**config.mk**
```make
export PLATFORM = sky130hd
export DESIGN_NAME = uart_tx_frame
export DESIGN_NICKNAME = d
export VERILOG_FILES = /design/src/rtl/uart_tx_frame.sv
export SDC_FILE = /design/constraint.sdc
export NUM_CORES = 1
export LEC_CHECK = 0
export CAP_MARGIN = 40
export CORE_ASPECT_RATIO = 0.7
export CORE_MARGIN = 5
export CORE_UTILIZATION = 47
export DETAILED_ROUTE_END_ITERATION = 6
export PLACE_DENSITY = 0.65
export SLEW_MARGIN = 30
export SYNTH_ARGS = -nofsm -noshare
export SYNTH_HDL_FRONTEND = slang
export SYNTH_SLANG_ARGS = --single-unit
```
**constraint.sdc**
```tcl
create_clock -name clk -period 3.9 [get_ports clk]
set_input_delay 0.39 -clock clk [delete_from_list [all_inputs] [get_ports clk]]
set_output_delay 0.39 -clock clk [all_outputs]
set_load 0.05 [all_outputs]
```
**src/rtl/uart_tx_frame.sv**
```systemverilog
// UART transmitter: start bit, 8 data bits LSB first, optional parity bit, stop bit.
// The bit time comes from the run-time byte_rate word, latched when a frame is accepted.
module uart_tx_frame #(
    parameter bit PARITY_EN  = 1'b1,
    parameter bit PARITY_ODD = 1'b0
) (
    input  logic        clk,
    input  logic        n_rst,
    input  logic        tx_start,
    input  logic [7:0]  tx_data,
    input  logic [31:0] byte_rate,
    output logic        tx,
    output logic        tx_busy,
    output logic        tx_done
);

    typedef enum logic [2:0] {
        StIdle,
        StStart,
        StData,
        StParity,
        StStop
    } state_t;

    state_t      r_state, w_state;
    logic        r_tx, w_tx;
    logic        r_busy, w_busy;
    logic        r_done, w_done;
    logic [31:0] r_timer, w_timer;
    logic [2:0]  r_cnt, w_cnt;
    logic [7:0]  r_shift, w_shift;
    logic        r_par, w_par;
    logic [31:0] r_rate, w_rate;

    logic [31:0] w_rate_clamped;
    logic        w_tc;

    // Rates below 2 would leave no room for the timer to count; treat them as 2.
    assign w_rate_clamped = (byte_rate < 32'd2) ? 32'd2 : byte_rate;
    assign w_tc           = (r_timer == (r_rate - 32'd1));

    always_ff @(posedge clk or negedge n_rst) begin
        if (!n_rst) begin
            r_state <= StIdle;
            r_tx    <= 1'b1;
            r_busy  <= 1'b0;
            r_done  <= 1'b0;
            r_timer <= '0;
            r_cnt   <= '0;
            r_shift <= '0;
            r_par   <= 1'b0;
            r_rate  <= 32'd2;
        end else begin
            r_state <= w_state;
            r_tx    <= w_tx;
            r_busy  <= w_busy;
            r_done  <= w_done;
            r_timer <= w_timer;
            r_cnt   <= w_cnt;
            r_shift <= w_shift;
            r_par   <= w_par;
            r_rate  <= w_rate;
        end
    end

    always_comb begin
        w_state = r_state;
        w_tx    = r_tx;
        w_busy  = r_busy;
        w_done  = 1'b0;
        w_timer = r_timer + 32'd1;
        w_cnt   = r_cnt;
        w_shift = r_shift;
        w_par   = r_par;
        w_rate  = r_rate;

        unique case (r_state)
            StIdle: begin
                w_timer = '0;
                if (tx_start) begin
                    w_state = StStart;
                    w_shift = tx_data;
                    w_par   = (^tx_data) ^ PARITY_ODD;
                    w_rate  = w_rate_clamped;
                    w_cnt   = '0;
                    w_tx    = 1'b0;
                    w_busy  = 1'b1;
                end
            end
            StStart: begin
                if (w_tc) begin
                    w_timer = '0;
                    w_state = StData;
                    w_tx    = r_shift[0];
                    w_shift = r_shift >> 1;
                end
            end
            StData: begin
                if (w_tc) begin
                    w_timer = '0;
                    if (r_cnt == 3'd7) begin
                        w_cnt = '0;
                        if (PARITY_EN) begin
                            w_state = StParity;
                            w_tx    = r_par;
                        end else begin
                            w_state = StStop;
                            w_tx    = 1'b1;
                        end
                    end else begin
                        w_cnt   = r_cnt + 3'd1;
                        w_tx    = r_shift[0];
                        w_shift = r_shift >> 1;
                    end
                end
            end
            StParity: begin
                if (w_tc) begin
                    w_timer = '0;
                    w_state = StStop;
                    w_tx    = 1'b1;
                end
            end
            StStop: begin
                if (w_tc) begin
                    w_timer = '0;
                    w_state = StIdle;
                    w_busy  = 1'b0;
                    w_done  = 1'b1;
                end
            end
            default: begin
                w_state = StIdle;
                w_tx    = 1'b1;
                w_busy  = 1'b0;
                w_timer = '0;
            end
        endcase
    end

    assign tx      = r_tx;
    assign tx_busy = r_busy;
    assign tx_done = r_done;

endmodule
```
Word-level counts from Yosys, hierarchy flattened
Cells that the tools add are included.
Cells by class
  $add $sub $neg: 3
  order comparisons: 1
  eq/ne operators: 13
  multiplexer cells: 30
  bitwise logic cells: 2
  reduce and logical (&&, ||, !) cells: 12
Operator list (number)
  32-bit 2-to-1 mux: 3
  32-bit by 1-bit adder with 32-bit output (second input constant): 1
  32-bit == test: 1
  32-bit by 2-bit < comparator with 1-bit output (second input constant): 1
  8-bit 2-to-1 mux: 4
  32-bit by 1-bit subtractor with 32-bit output (second input constant): 1
  3-bit 2-to-1 mux: 9
  8-bit one-hot mux with 3 select lines: 1
  3-bit one-hot mux with 5 select lines: 1
  2-bit != test (second input constant): 7
  5-bit AND reduction: 2
  1-bit 2-to-1 mux: 9
  8-bit XOR reduction: 1
  3-bit by 2-bit == test with 1-bit output (second input constant): 2
  3-bit == test (second input constant): 2
  3-bit one-hot mux with 2 select lines: 1
  3-bit AND reduction: 2
  6-bit AND reduction: 1
  1-bit one-hot mux with 5 select lines: 1
  4-bit OR reduction: 1
  3-bit by 1-bit adder with 3-bit output (second input constant): 1
  3-bit by 1-bit == test with 1-bit output (second input constant): 1
  3-bit zero test: 1
  1-bit one-hot mux with 3 select lines: 1
  5 further kinds: 6
Word-level totals
  register bits after elaboration: 82
  output and inout port bits: 3
  word-level logic and storage cells: 70

Longest topological paths before layout
  word-level depth: 4
  gate-level depth with buffers: 11
  depth with buffers taken out: 10

Least setup slack after synthesis
Ideal clock, no wire load.
  kind: register -> register
  start point: reg r_rate[0]
  end point: reg r_shift[0]
  library setup time: 125 ps
  data arrival time: 3152 ps
  setup slack: 623 ps
  cell stages (with the launch flop): 12
  path buffers: 1
  cells stage by stage: dfrtp_1 > inv_1 > ha_1 > nor3b_2 > nand3_1 > or3b_1 > and2_1 > or4_1 > or4_1 > o21a_1 > buf_6 > mux2_4
On the way
  word-level cells in the longest chain between the ends: 4
  elaborated cells between the ends (all ways): 5
  those cells by class: add/sub: 1; eq/ne: 3; reduce/logical: 1
RTL lines
  start: declaration: line 33  | logic [31:0] r_rate, w_rate;
  start signal: assignment: line 62  | r_rate <= w_rate;
  32-bit by 1-bit subtractor with 32-bit output (*): line 40  | assign w_tc = (r_timer == (r_rate - 32'd1));
  32-bit == test (*): line 40
  2-bit != test (no line)
  5-bit AND reduction (no line) (*)
  end signal: assignment: line 60  | r_shift <= w_shift;
  end: declaration: line 31  | logic [7:0] r_shift, w_shift;
Mark *: on every way between the ends. The rest lies on a longest branch, timed or not.
A chain may end at the register's enable or synchronous reset.

Worst setup path in the final report
Same ends and word-level chain as after synthesis.

==> key figures <==
Yosys
  • Yosys top cell by area: dfrtp_1
  • Count leader, synth: nand2_1
  • Post-Syn Area: 5184 sq um
  • Synth Warn #: 0
  • Cell count after synthesis: 593
  • Synth area leaders: dfrtp_1, nand2_1, xnor2_1
  • Synth cell count leaders: nand2_1, dfrtp_1, nor2_1, xnor2_1, xor2_1
  • Synth cell types: 58
  • Post-synth top flop: dfrtp_1
  • Asr flop ratio synth: 1.000
  • Yosys reg bits: 82
  • Avg Inst Size Synth: 8.742 sq um
  • Top-area cell type share of the netlist area: 0.3862
  • Synthesized net count: 640
  • Share of the yosys chip area belonging to registers: 0.3963
  • EDFF count, synth: 0

Clock tree
  • H-tree levels: 3
  • CTS Root Cell: clkbuf_16
  • CTS clk-pin slew, worst paths: 70 ps
  • # resized after CTS: 0
  • CTS buffer count: 9
  • CTS tree: done
  • Clock insertion delay at the later pin of the skew report: 340 ps
  • Clock buffer depth: 2
  • Clock Sinks: 82

Timing
  • Final cycle utilization of the critical path: 0.9343
  • Final Setup Violations: 0
  • Count of pins over their slew limit: 0
  • Setup ws final: 256.3 ps
  • RSZ-0062 raised after global routing: false
  • Final min period: 3644 ps
  • Fmax achieved: 274.4 MHz
  • Slew of the pin with the lowest slew margin: 815.7 ps
  • Hold slack: 443.0 ps
  • Worst slew margin: 0.4512
  • Final setup TNS: 0 ps
  • Hold Fails Final Rpt: 0
  • Clock skew: 8.125 ps

Place
  • DP Wirelength: 10.77 mm
  • # port buffers: 45
  • Final Wtd Congestion: 0.9183
  • Placed Cells: 774
  • Pre-CTS setup slack: 361.0 ps
  • Cell Area, Placed: 5786 sq um

Finish
  • Post-layout nets: 681
  • Inserted Diodes: 0
  • Area delta synth->final: 18.68%
  • Layout cell share with drive strength beyond 1: 0.09546
  • Filler cell count: 1008
  • Core Util, Final: 0.5649
  • Final instance area: 6152 sq um
  • Non-filler cells, final: 792

Floorplan
  • Boundary Pins: 46
  • Die Height: 97.87 microns
  • Die area: 13260 sq um
  • Std-Cell Core Area: 10890 sq um
  • Initial Util: 0.4760
  • Row Count: 32
  • Die width: 135.5 microns

Power and ir drop
  • Sw frac: 0.3066
  • Static leakage: 2.721 nW
  • Overall power: 2.554 mW
  • Flop pwr share: 0.420
  • Net Sw Power: 0.7830 mW
  • Cell Int Power: 1.771 mW
  • Pwr/cell area: 415.1 nW/um^2
  • Comb power frac: 0.215
  • Clock power frac: 0.366
  • Worst IR Drop VDD: 228.9 uV

Critical path
  • CP cell instances: inv_1 > ha_1 > nor3b_2 > buf_4 > nand2_1 > nor3_1 > xnor2_1 > or4_1 > or4_1 > o21a_1 > mux2_4
  • Slowest CP cell: or4_1
  • Required time worst endpoint: 4120 ps
  • Crit path launch type: flip-flop
  • Setup CP Type: flip-flop to flip-flop
  • Worst r2r path cells: 11
  • Top delay family on crit path: simple AND/OR/NAND/NOR gates
  • CP bufs+invs: 2
  • CP Depth: 11
  • Crit path DAT: 3870 ps
  • Worst setup EP type: flip-flop
  • Most Frequent Cell on Critical Path: or4_1
  • Worst-path maximum fanout: 8
  • Slowest Stage Delay on Critical Path: 500 ps

Global route
  • Vias in the first global route: 4392
  • Number of antenna violations at the first check in global routing: 0
  • Global-route wire length before repair: 23.31 mm
  • Largest net degree at the start of global routing: 83
  • Gr usage total: 0.2210
  • Overflow after GRT: 0

Detailed routing
  • Total routed wirelength: 14.18 mm
  • Drt initial violations: 286
  • # DRC: 0
  • ANT nets after route: 0
  • Drt via density: 5.643
  • First-pass detailed-route iteration total: 5
  • WL/cell: 17.91 microns
  • Vias: 4469

Flow run
  • Max-Cap Viols: 0

Hold path
  • Worst hold path type: primary input to async pin

Run status
  • Status: finished, final reports clean
[power by group through the flow]
stage               Sequential [mW]  Combinational [mW]  Clock [mW]
floorplan                      1.02               0.394           0
global placement               1.08               0.521           0
detailed placement             1.08               0.533           0
CTS                            1.07               0.536       0.948
global route                   1.09               0.607       0.986
finish                         1.07               0.548       0.934
[placed cells by master, fill, tap and decap left out, types with 13 or more instances in the layout]
cell type        synthesis  layout
nand2_1                119     119
nor2_1                  53      52
nor3_1                  18      18
nand3_1                 18      18
xor2_1                  31      31
nand4_1                 20      20
nor4_1                  20      20
dfrtp_1                 80      80
clkdlybuf4s50_1          0      44
o21ai_0                 13      13
xnor2_1                 44      44
[layout make-up]
cell class / instances / area [sq um] / share of cell area
multi-input cells: 475 / 2977 / 0.4838
flip-flops and latches: 82 / 2054 / 0.3339
repair buffers: 55 / 559.3 / 0.09091
clock buffers: 10 / 239.0 / 0.03884
well taps: 153 / 191.4 / 0.03112
clock inverters: 6 / 90.09 / 0.01464
inverters: 11 / 41.29 / 0.006711
[routing by layer]
layer	wire, microns	vias up	GRT usage	share of wire
li1	-	2156	-	-
met1	6810	2165	0.3309	0.48
met2	6305	132	0.3291	0.44
met3	907	16	0.05046	0.064
met4	161	0	0.04338	0.011
met5	0	-	0	0
[cell families after synthesis]
| logic type | share of synthesized area |
|---|---|
| fa+ha+maj | 0.009655 |
| flops | 0.3963 |
| xor+xnor | 0.1267 |
| compound gates | 0.07217 |
| mux | 0.04731 |
| simple gates | 0.3179 |
| buf+inv | 0.02993 |
[worst reg2reg max path: cells and delay by family (launching register included)]
kind	cells	cell delay, ps
AOI/OAI and AO/OA	1	360
buffers and inverters	2	300
muxes	1	360
and+or+nand+nor	5	1760
adders and majority gates	1	220
DFF	1	430
xor gates and xnor gates	1	100
[flip-flops by register name (all words and copies together), names as in the netlist]
name     flops
tx_busy      1
r_par        1
r_timer     32
tx           1
r_rate      32
tx_done      1
r_cnt        3
r_shift      8
r_state      3
[worst paths after layout]
| check | from | end | slack [ps] |
|---|---|---|---|
| max in group asynchronous | n_rst | r_timer[20] | 2870 |
| min | n_rst | r_state[1] | 440 |
| max | r_rate[0] | r_shift[0] | 260 |
| min in group clk | r_par | r_par | 510 |
| max reg2reg | r_rate[0] | r_shift[0] | 260 |
| min reg2reg | r_par | r_par | 510 |
[timing repair]
item	4_1_cts	5_1_grt
setup endpoints to repair	0	0
buffers inserted	0	0
hold buffers	0	1
hold endpoints to repair	0	13
No activity file was read; power rests on OpenSTA's default activity.
